**config.mk**
```make
export PLATFORM = sky130hd
export DESIGN_NAME = ula_multiciclo
export DESIGN_NICKNAME = d
export VERILOG_FILES = /design/src/rtl/ula_pkg.sv /design/src/rtl/ula_comb.sv /design/src/rtl/ula_multiciclo.sv
export SDC_FILE = /design/constraint.sdc
export NUM_CORES = 1
export LEC_CHECK = 0
export ABC_AREA = 1
export CAP_MARGIN = 20
export CORE_UTILIZATION = 40
export DETAILED_ROUTE_END_ITERATION = 8
export GPL_ROUTABILITY_DRIVEN = 0
export PLACE_DENSITY = 0.66
export SLEW_MARGIN = 40
export SYNTH_ARGS = -nofsm -noshare
export SYNTH_HDL_FRONTEND = slang
export SYNTH_SLANG_ARGS = --single-unit
```
**constraint.sdc**
```tcl
create_clock -name clock -period 2.5 [get_ports clock]
set_input_delay 0.5 -clock clock [delete_from_list [all_inputs] [get_ports clock]]
set_output_delay 0.5 -clock clock [all_outputs]
set_load 0.01 [all_outputs]
```
**src/rtl/ula_pkg.sv**
```systemverilog
// Shared definitions for the multicycle ALU: op encodings, FSM states and
// the signed-overflow rule shared by add and sub.
package ula_pkg;

   localparam logic [2:0] OP_ADD   = 3'd0;
   localparam logic [2:0] OP_SUB   = 3'd1;
   localparam logic [2:0] OP_NAND  = 3'd2;
   localparam logic [2:0] OP_PASS  = 3'd3;
   localparam logic [2:0] OP_SHL   = 3'd4;
   localparam logic [2:0] OP_SHR   = 3'd5;
   localparam logic [2:0] OP_MUL   = 3'd6;
   localparam logic [2:0] OP_PASS2 = 3'd7;

   typedef enum logic [1:0] {
      ST_IDLE = 2'd0,
      ST_MUL  = 2'd1,
      ST_DONE = 2'd2
   } state_t;

   // Sub overflows when operand signs differ; add when they match. Either way r's sign left A's.
   function automatic logic calc_v(input logic is_sub, input logic a_msb,
                                   input logic b_msb, input logic r_msb);
      logic same_sign;
      same_sign = (a_msb == b_msb);
      return (is_sub ? !same_sign : same_sign) & (r_msb != a_msb);
   endfunction

endpackage

```
**src/rtl/ula_comb.sv**
```systemverilog
// Single-cycle ALU ops (everything except multiply): result, carry/borrow
// and signed overflow.
module ula_comb
   import ula_pkg::*;
#(
   parameter int WIDTH = 16
) (
   input  logic [WIDTH-1:0] a,
   input  logic [WIDTH-1:0] b,
   input  logic [2:0]       op,
   output logic [WIDTH-1:0] r,
   output logic             c,
   output logic             v
);

   logic [WIDTH:0]     sum;
   logic [WIDTH:0]     dif;
   logic [2*WIDTH-1:0] shl_t;
   logic [2*WIDTH-1:0] shr_t;

   assign sum = {1'b0, a} + {1'b0, b};
   assign dif = {1'b0, a} - {1'b0, b};

   // Shifting in a double-width window leaves the last bit shifted out just past
   // the result half; it is zero for a shift of 0 or of more than WIDTH.
   assign shl_t = {{WIDTH{1'b0}}, a} << b;
   assign shr_t = {a, {WIDTH{1'b0}}} >> b;

   always_comb begin
      r = a;
      c = 1'b0;
      v = 1'b0;
      case (op)
         OP_ADD: begin
            r = sum[WIDTH-1:0];
            c = sum[WIDTH];
            v = calc_v(1'b0, a[WIDTH-1], b[WIDTH-1], sum[WIDTH-1]);
         end
         OP_SUB: begin
            r = dif[WIDTH-1:0];
            c = dif[WIDTH];
            v = calc_v(1'b1, a[WIDTH-1], b[WIDTH-1], dif[WIDTH-1]);
         end
         OP_NAND: r = ~(a & b);
         OP_SHL: begin
            r = shl_t[WIDTH-1:0];
            c = shl_t[WIDTH];
         end
         OP_SHR: begin
            r = shr_t[2*WIDTH-1:WIDTH];
            c = shr_t[WIDTH-1];
         end
         default: r = a;
      endcase
   end

endmodule

```
**src/rtl/ula_multiciclo.sv**
```systemverilog
// Registered ALU with valid/ready handshakes; single-cycle ops finish in one
// cycle, multiply iterates shift-and-add over WIDTH cycles.
module ula_multiciclo
   import ula_pkg::*;
#(
   parameter int WIDTH = 16,
   parameter int OP_W  = 3
) (
   input  logic             clock,
   input  logic             resetn,
   input  logic             in_valid,
   output logic             in_ready,
   input  logic [WIDTH-1:0] A,
   input  logic [WIDTH-1:0] B,
   input  logic [OP_W-1:0]  op_select,
   output logic             out_valid,
   input  logic             out_ready,
   output logic [WIDTH-1:0] r,
   output logic             flag_z,
   output logic             flag_n,
   output logic             flag_c,
   output logic             flag_v
);

   localparam int CW = $clog2(WIDTH);

   state_t             state, state_nx;
   logic [2:0]         op;
   logic               accept;
   logic               is_mul;
   logic               last;
   logic [2*WIDTH-1:0] a_acc;
   logic [WIDTH-1:0]   b_sh;
   logic [2*WIDTH-1:0] prod;
   logic [2*WIDTH-1:0] prod_nx;
   logic [CW-1:0]      cnt;
   logic [WIDTH-1:0]   c_r;
   logic               c_c;
   logic               c_v;

   assign op      = 3'(op_select);
   assign accept  = in_valid & in_ready;
   assign is_mul  = (op == OP_MUL);
   assign last    = (cnt == CW'(WIDTH - 1));
   assign prod_nx = b_sh[0] ? prod + a_acc : prod;

   ula_comb #(.WIDTH(WIDTH)) u_comb (
      .a  (A),
      .b  (B),
      .op (op),
      .r  (c_r),
      .c  (c_c),
      .v  (c_v)
   );

   always_ff @(posedge clock or negedge resetn) begin
      if (!resetn) state <= ST_IDLE;
      else         state <= state_nx;
   end

   always_comb begin
      state_nx = state;
      case (state)
         ST_IDLE: if (accept) state_nx = is_mul ? ST_MUL : ST_DONE;
         ST_MUL:  if (last)   state_nx = ST_DONE;
         ST_DONE: begin
            if (accept)         state_nx = is_mul ? ST_MUL : ST_DONE;
            else if (out_ready) state_nx = ST_IDLE;
         end
         default: state_nx = ST_IDLE;
      endcase
   end

   // Draining and accepting in the same cycle keeps single-cycle ops at full rate.
   always_comb begin
      in_ready  = (state == ST_IDLE) | ((state == ST_DONE) & out_ready);
      out_valid = (state == ST_DONE);
   end

   always_ff @(posedge clock or negedge resetn) begin
      if (!resetn) begin
         a_acc  <= '0;
         b_sh   <= '0;
         prod   <= '0;
         cnt    <= '0;
         r      <= '0;
         flag_z <= 1'b0;
         flag_n <= 1'b0;
         flag_c <= 1'b0;
         flag_v <= 1'b0;
      end else if (accept) begin
         if (is_mul) begin
            a_acc <= {{WIDTH{1'b0}}, A};
            b_sh  <= B;
            prod  <= '0;
            cnt   <= '0;
         end else begin
            r      <= c_r;
            flag_z <= (c_r == '0);
            flag_n <= c_r[WIDTH-1];
            flag_c <= c_c;
            flag_v <= c_v;
         end
      end else if (state == ST_MUL) begin
         prod  <= prod_nx;
         a_acc <= a_acc << 1;
         b_sh  <= b_sh >> 1;
         cnt   <= cnt + CW'(1);
         // Result is taken from the final iteration's sum so latency stays WIDTH+1.
         if (last) begin
            r      <= prod_nx[WIDTH-1:0];
            flag_z <= (prod_nx[WIDTH-1:0] == '0);
            flag_n <= prod_nx[WIDTH-1];
            flag_c <= |prod_nx[2*WIDTH-1:WIDTH];
            flag_v <= 1'b0;
         end
      end
   end

endmodule

```
---- Word level (Yosys, flattened, before mapping) ----
Cells that the tools add are included.
Widths: inputs -> output; s select.
word-level totals
  register bits ........................... 106
  input bits .............................. 39
  output and inout port bits .............. 22
  word-level logic and storage cells ...... 92
operators by class
  add/sub/neg operators ................... 4
  equality and inequality tests ........... 16
  shifts and indexed selects .............. 2
  muxes and demuxes ....................... 42
  bitwise logic cells ..................... 7
  reduce and logical (&&, ||, !) cells .... 11
operators with widths
  operator             count
  $mux 32              7
  $mux 16              7
  $pmux 16 s5          1
  $add 32x32->32       1
  $logic_not 16->1     2
  $shr 32x16->32       1
  $add 16x16->17       1
  $shl 16x16->17       1
  $sub 16x16->17       1
  $and 16x16->16       1
  $mux 1               16
  $not 16->16          1
  $reduce_or 16->1     1
  $mux 4               3
  $mux 2               5
  $eq 3x3->1 const B   3
  $ne 2x2->1 const B   3
  $pmux 2 s3           1
  $reduce_and 3->1     2
  $add 4x1->4 const B  1
  $and 1x1->1          4
  $eq 4x4->1 const B   1
  $pmux 1 s4           1
  $reduce_bool 2->1    2
  other kinds (14)     15

---- Longest topological paths before layout ----
  depth in word-level cells ............... 6
  depth in mapped cells ................... 24
  mapped depth without buffers ............ 22

---- Hierarchy ----
From an unflattened synthesis, not the netlist that was laid out.
unflattened totals
  cells, all modules ...................... 1,876
  area, all modules ....................... 11,449.7 um2
modules (own cells, without submodules)
  module          times used  cells each  area an instance (um2)  sequential area each (um2)
  ula_multiciclo  1           1,076       7,324.5                 2,627.5
  ula_comb        1           800         4,125.2                 0.0

---- Worst setup path before layout ----
No wires, ideal clock.
  path type ............................... input port to flip-flop
  start ................................... input port B[2]
  end ..................................... register flag_z
  library setup time ...................... 0.073 ns
  arrival time ............................ 2.806 ns
  data required time ...................... 2.427 ns
  setup slack ............................. -0.379 ns
  stages on the path ...................... 21
  buffers on the path ..................... 3
  cell sequence ........................... buf_2 > clkinv_1 > buf_2 > ha_1 > buf_4 > a21oi_2 > nand2_1 > nand2_1 > nand2_1 > a21oi_1 > xor2_1 > nor2_1 > nor2_1 > nand2_1 > nand2_1 > nand2_1 > nor2_1 > nand3_1 > nor2_2 > nand3_2 > a21oi_2
between the ends
  longest elaborated chain between the ends .. 6
  elaborated cells on any way between the ends .. 10
  classes of those cells .................. add/sub: 2; shift: 2; mux: 3; bitwise: 2; reduce/logical: 1
ends and longest elaborated chain
  item                                                    line                   text
  start, declared                                         ula_multiciclo.sv:14   input logic [WIDTH-1:0] B,
  branches (longest 2 deep; another with $sub 16x16->17)  --
  $pmux 16 s5 (*)                                         ula_comb.sv:33         case (op)
  $logic_not 16->1 (*)                                    ula_multiciclo.sv:99   flag_z <= (c_r == '0);
  $mux 1 (*)                                              ula_multiciclo.sv:92   if (is_mul) begin
  $mux 1 (*)                                              ula_multiciclo.sv:91   end else if (accept) begin
  end signal, assigned                                    ula_multiciclo.sv:99
  end signal, assigned                                    ula_multiciclo.sv:112  flag_z <= (prod_nx[WIDTH-1:0] == '0);
  end, declared                                           ula_multiciclo.sv:19   output logic flag_z,
Mark *: on every way between the ends. The select of a mux whose other input is x is not followed.
A chain may end at the register's enable or synchronous reset.

---- Final worst setup path ----
  start ................................... register prod[0]
  end ..................................... register flag_c
between the ends
  longest elaborated chain between the ends .. 6
ends and longest elaborated chain
  item                    line                   text
  start, declared         ula_multiciclo.sv:34   logic [2*WIDTH-1:0] prod;
  start signal, assigned  ula_multiciclo.sv:105  prod <= prod_nx;
  $add 32x32->32          ula_multiciclo.sv:45   assign prod_nx = b_sh[0] ? prod + a_acc : prod;
  $mux 32                 ula_multiciclo.sv:45
  $reduce_or 16->1        ula_multiciclo.sv:114  flag_c <= |prod_nx[2*WIDTH-1:WIDTH];
  $mux 1                  ula_multiciclo.sv:110  if (last) begin
  $mux 1                  ula_multiciclo.sv:104  end else if (state == ST_MUL) begin
  $mux 1                  ula_multiciclo.sv:91
  end signal, assigned    ula_multiciclo.sv:114
  end, declared           ula_multiciclo.sv:21   output logic flag_c,
No other way between the ends. The select of a mux whose other input is x is not followed.

==> flow_summary_export.csv <==
group,metric,value,unit
critical_path,cp_data_arrival_time,3.05,ns
power_and_ir_drop,p_total,14.0,mW
global_routing,antenna_found_initial,0,
sta,relSlewSlack,0.671,
final_layout,drive_gt1_frac,0.308,
logic_synthesis,synth_cell_types,62,
clocking,insertion_delay,0.38,ns
final_layout,area_growth,44.5,%
route,dr_total_vias,13100,
route,drcViolationCount,2,
route,route.detailed.vias_per_inst,5.48,
die,start_util,0.410,
final_layout,antenna_cells,0,
clocking,root_buffer,"clkbuf_16",
clocking,cts-htree-levels,3,
flow_run,cap_violations,0,
die,num_rows,59,
global_routing,overflow,0,
sta,slew_violations,0,
die,die_h,166,µm
sta,setup_ws,-0.276,ns
sta,skew,0.0176,ns
power_and_ir_drop,p_per_area,906,mW/mm²
final_layout,seq_area,0.00263,mm²
logic_synthesis,syn_area,0.0107,mm²
logic_synthesis,yosys_warnings,0,
final_layout,fillers,2417,
power_and_ir_drop,vdd_drop_max,451,µV
logic_synthesis,synth_nets,1757,
run_status,status,"complete, but fails checks",
die,die-area,0.0274,mm²
placed_design,dpl-instance-area,0.0142,mm²
sta,worstMarginPinSlew,0.488,ns
sta,max_freq,360,MHz
route,dr.pass1.iters,9,
sta,hold_viol_final,0,
clocking,path_clk_slew,0.08,ns
final_layout,layout_common_cells,"439 x nand2_1, 371 x buf_4, 159 x nand3_1",
critical_path,critPathRequiredTime,2.78,ns
route,drt-wirelength-per-cell,16.8,µm
placed_design,dp_hpwl,30.9,mm
critical_path,end_kind,"flip-flop",
clocking,postCtsHoldBufs,0,
critical_path,cp_max_fo,4,
global_routing,grt_usage,0.285,
global_routing,grt_pass1_wl,63.0,mm
run_status,violations,"DRC, setup timing",
final_layout,design_area,0.0155,mm²
logic_synthesis,avgSynthCellArea,6.48,µm²
clocking,numCtsBuffers,9,
final_layout,multi_input_area,0.00775,mm²
sta,fin_crit,2.78,ns
global_routing,grt_pass1_vias,12500,
power_and_ir_drop,power_leakage,7.80,nW
clocking,cts.path.max_buffers,2,
logic_synthesis,netlist_instances,1651,
route,wl,40.2,mm
sta,fin_crit_sh,1.11,
route,postRouteAntennaNets,0,
route,drtIter0Drc,1016,
die,die_x,166,µm
logic_synthesis,ys_seq_area_frac,0.245,
logic_synthesis,ys_seq_elements,105,
sta,rsz0062_at_grt,"true",
critical_path,critPathLaunchType,"flip-flop",
final_layout,nets,2156,
sta,tns,-0.614,ns
critical_path,critPathKind,"reg2reg",
clocking,clock-sinks,105,
sta,final-setup-viol-count,5,
die,ios,61,
die,core-area,0.0261,mm²
final_layout,final_common_cell,"nand2_1",
min_path,hold_class,"in2async",
placed_design,numPortBuffers,60,
clocking,cts_tree,"built",
global_routing,grt_max_degree,43,
## kinds of logic (layout without fill, tap and decap cells)
kind of cell / Yosys count / after routing / synth area share
and+or+nand+nor: 907 / 908 / 0.380
AOI/OAI and AO/OA: 310 / 310 / 0.179
buffers and inverters: 233 / 636 / 0.0914
DFF: 105 / 105 / 0.245
adders and majority gates: 67 / 67 / 0.0804
xor gates and xnor gates: 28 / 28 / 0.0229
muxes: 1 / 1 / 0.000935
## flip-flops by register name (all words and copies together) (netlist names)
name,cells
a_acc,32
b_sh,16
cnt,4
flag_c,1
flag_v,1
flag_z,1
prod,32
r,16
state,2
## cells in the mapped netlist, drive strengths merged
cell type	number	area (µm²)
xor2	17	149
dfrtp	105	2630
ha	64	801
buf	40	251
nand3b	4	30.0
mux2i	1	10.0
o21a	4	30.0
nand2	479	1840
a21boi	6	48.8
a31oi	29	181
a22o	9	78.8
a21o	6	45.0
o21ai	109	568
nand4	42	325
fa	3	60.1
o221ai	8	70.1
clkinv	6	22.5
or2	15	93.9
nor2	166	706
inv	158	596
o221a	1	11.3
a211oi	3	22.5
nand3	186	978
o31ai	2	15.0
a221oi	3	38.8
a32o	4	40.0
o22ai	20	125
a21oi	84	462
nor3	13	81.3
o211ai	13	103
nor4	2	12.5
xnor2	11	96.3
o21bai	8	71.3
clkbuf	29	109
a41oi	1	8.76
## worst max-delay path, stage by stage, from the launching register on
cell and delay [ns]:
dfrtp_1 0.42, ha_4 0.18, fa_2 0.37, nand2_2 0.09
nand2_2 0.06, o21ai_4 0.10, o21ai_2 0.12, nand3_1 0.10
nand3_2 0.12, buf_4 0.17, xnor2_1 0.19, o21ai_2 0.10
nor2_1 0.12, nand2_1 0.08, nor2_1 0.12, nand2_2 0.10
nand2_2 0.08, nand2_1 0.06, nand2_1 0.06, nand2_1 0.04
## timing repair
item,4_1_cts,5_1_grt
setup buffers,22,13
gates resized for setup,105,103
endpoints found under the setup margin,26,31
pin swaps,43,68
cloned,3,0
## metal layers
layer | GRT usage | wire, µm | up-vias
li1 | - | - | 6346
met1 | 0.350 | 16600 | 6099
met2 | 0.489 | 19100 | 509
met3 | 0.0378 | 2300 | 138
met4 | 0.141 | 2210 | 0
met5 | 0 | 0 | -
## path summary, 6_finish.rpt
kind,start,to,slack [ns],cells after the start
hold reg to reg,r[3],r[3],0.49,2
max in group asynchronous,resetn,prod[30],1.64,2
min in group clock,r[3],r[3],0.49,2
setup / recovery,prod[0],flag_c,-0.28,19
hold / removal,resetn,b_sh[10],0.08,1
setup reg to reg,prod[0],flag_c,-0.28,19
## where the power goes
group	internal, mW	switching, mW	total, mW
registers	2.44	0.613	3.05
logic	4.60	4.88	9.48
clock network	0.735	0.755	1.49
total	7.77	6.25	14.0
## per-stage QoR
stage | util | cells | setup slack, ns | hold slack, ns
floorplan | - | 1651 | -0.00997 | 0.204
global placement | 0.543 | 2336 | -0.683 | 0.476
detailed placement | 0.543 | 2336 | -0.709 | 0.473
CTS | 0.577 | 2377 | -0.265 | 0.0984
global route | 0.592 | 2390 | -0.444 | 0.126
finish | 0.592 | 2390 | -0.276 | 0.0844
## cell type report
cell class                      instances  share of cell area
Multi-Input combinational cell       1314               0.501
Clock inverter                          6             0.00412
Tap cell                              335              0.0271
Sequential cell                       105               0.170
Timing Repair Buffer                  456               0.242
Inverter                              164              0.0411
Clock buffer                           10              0.0154
Power figures use the tool's default switching activity.
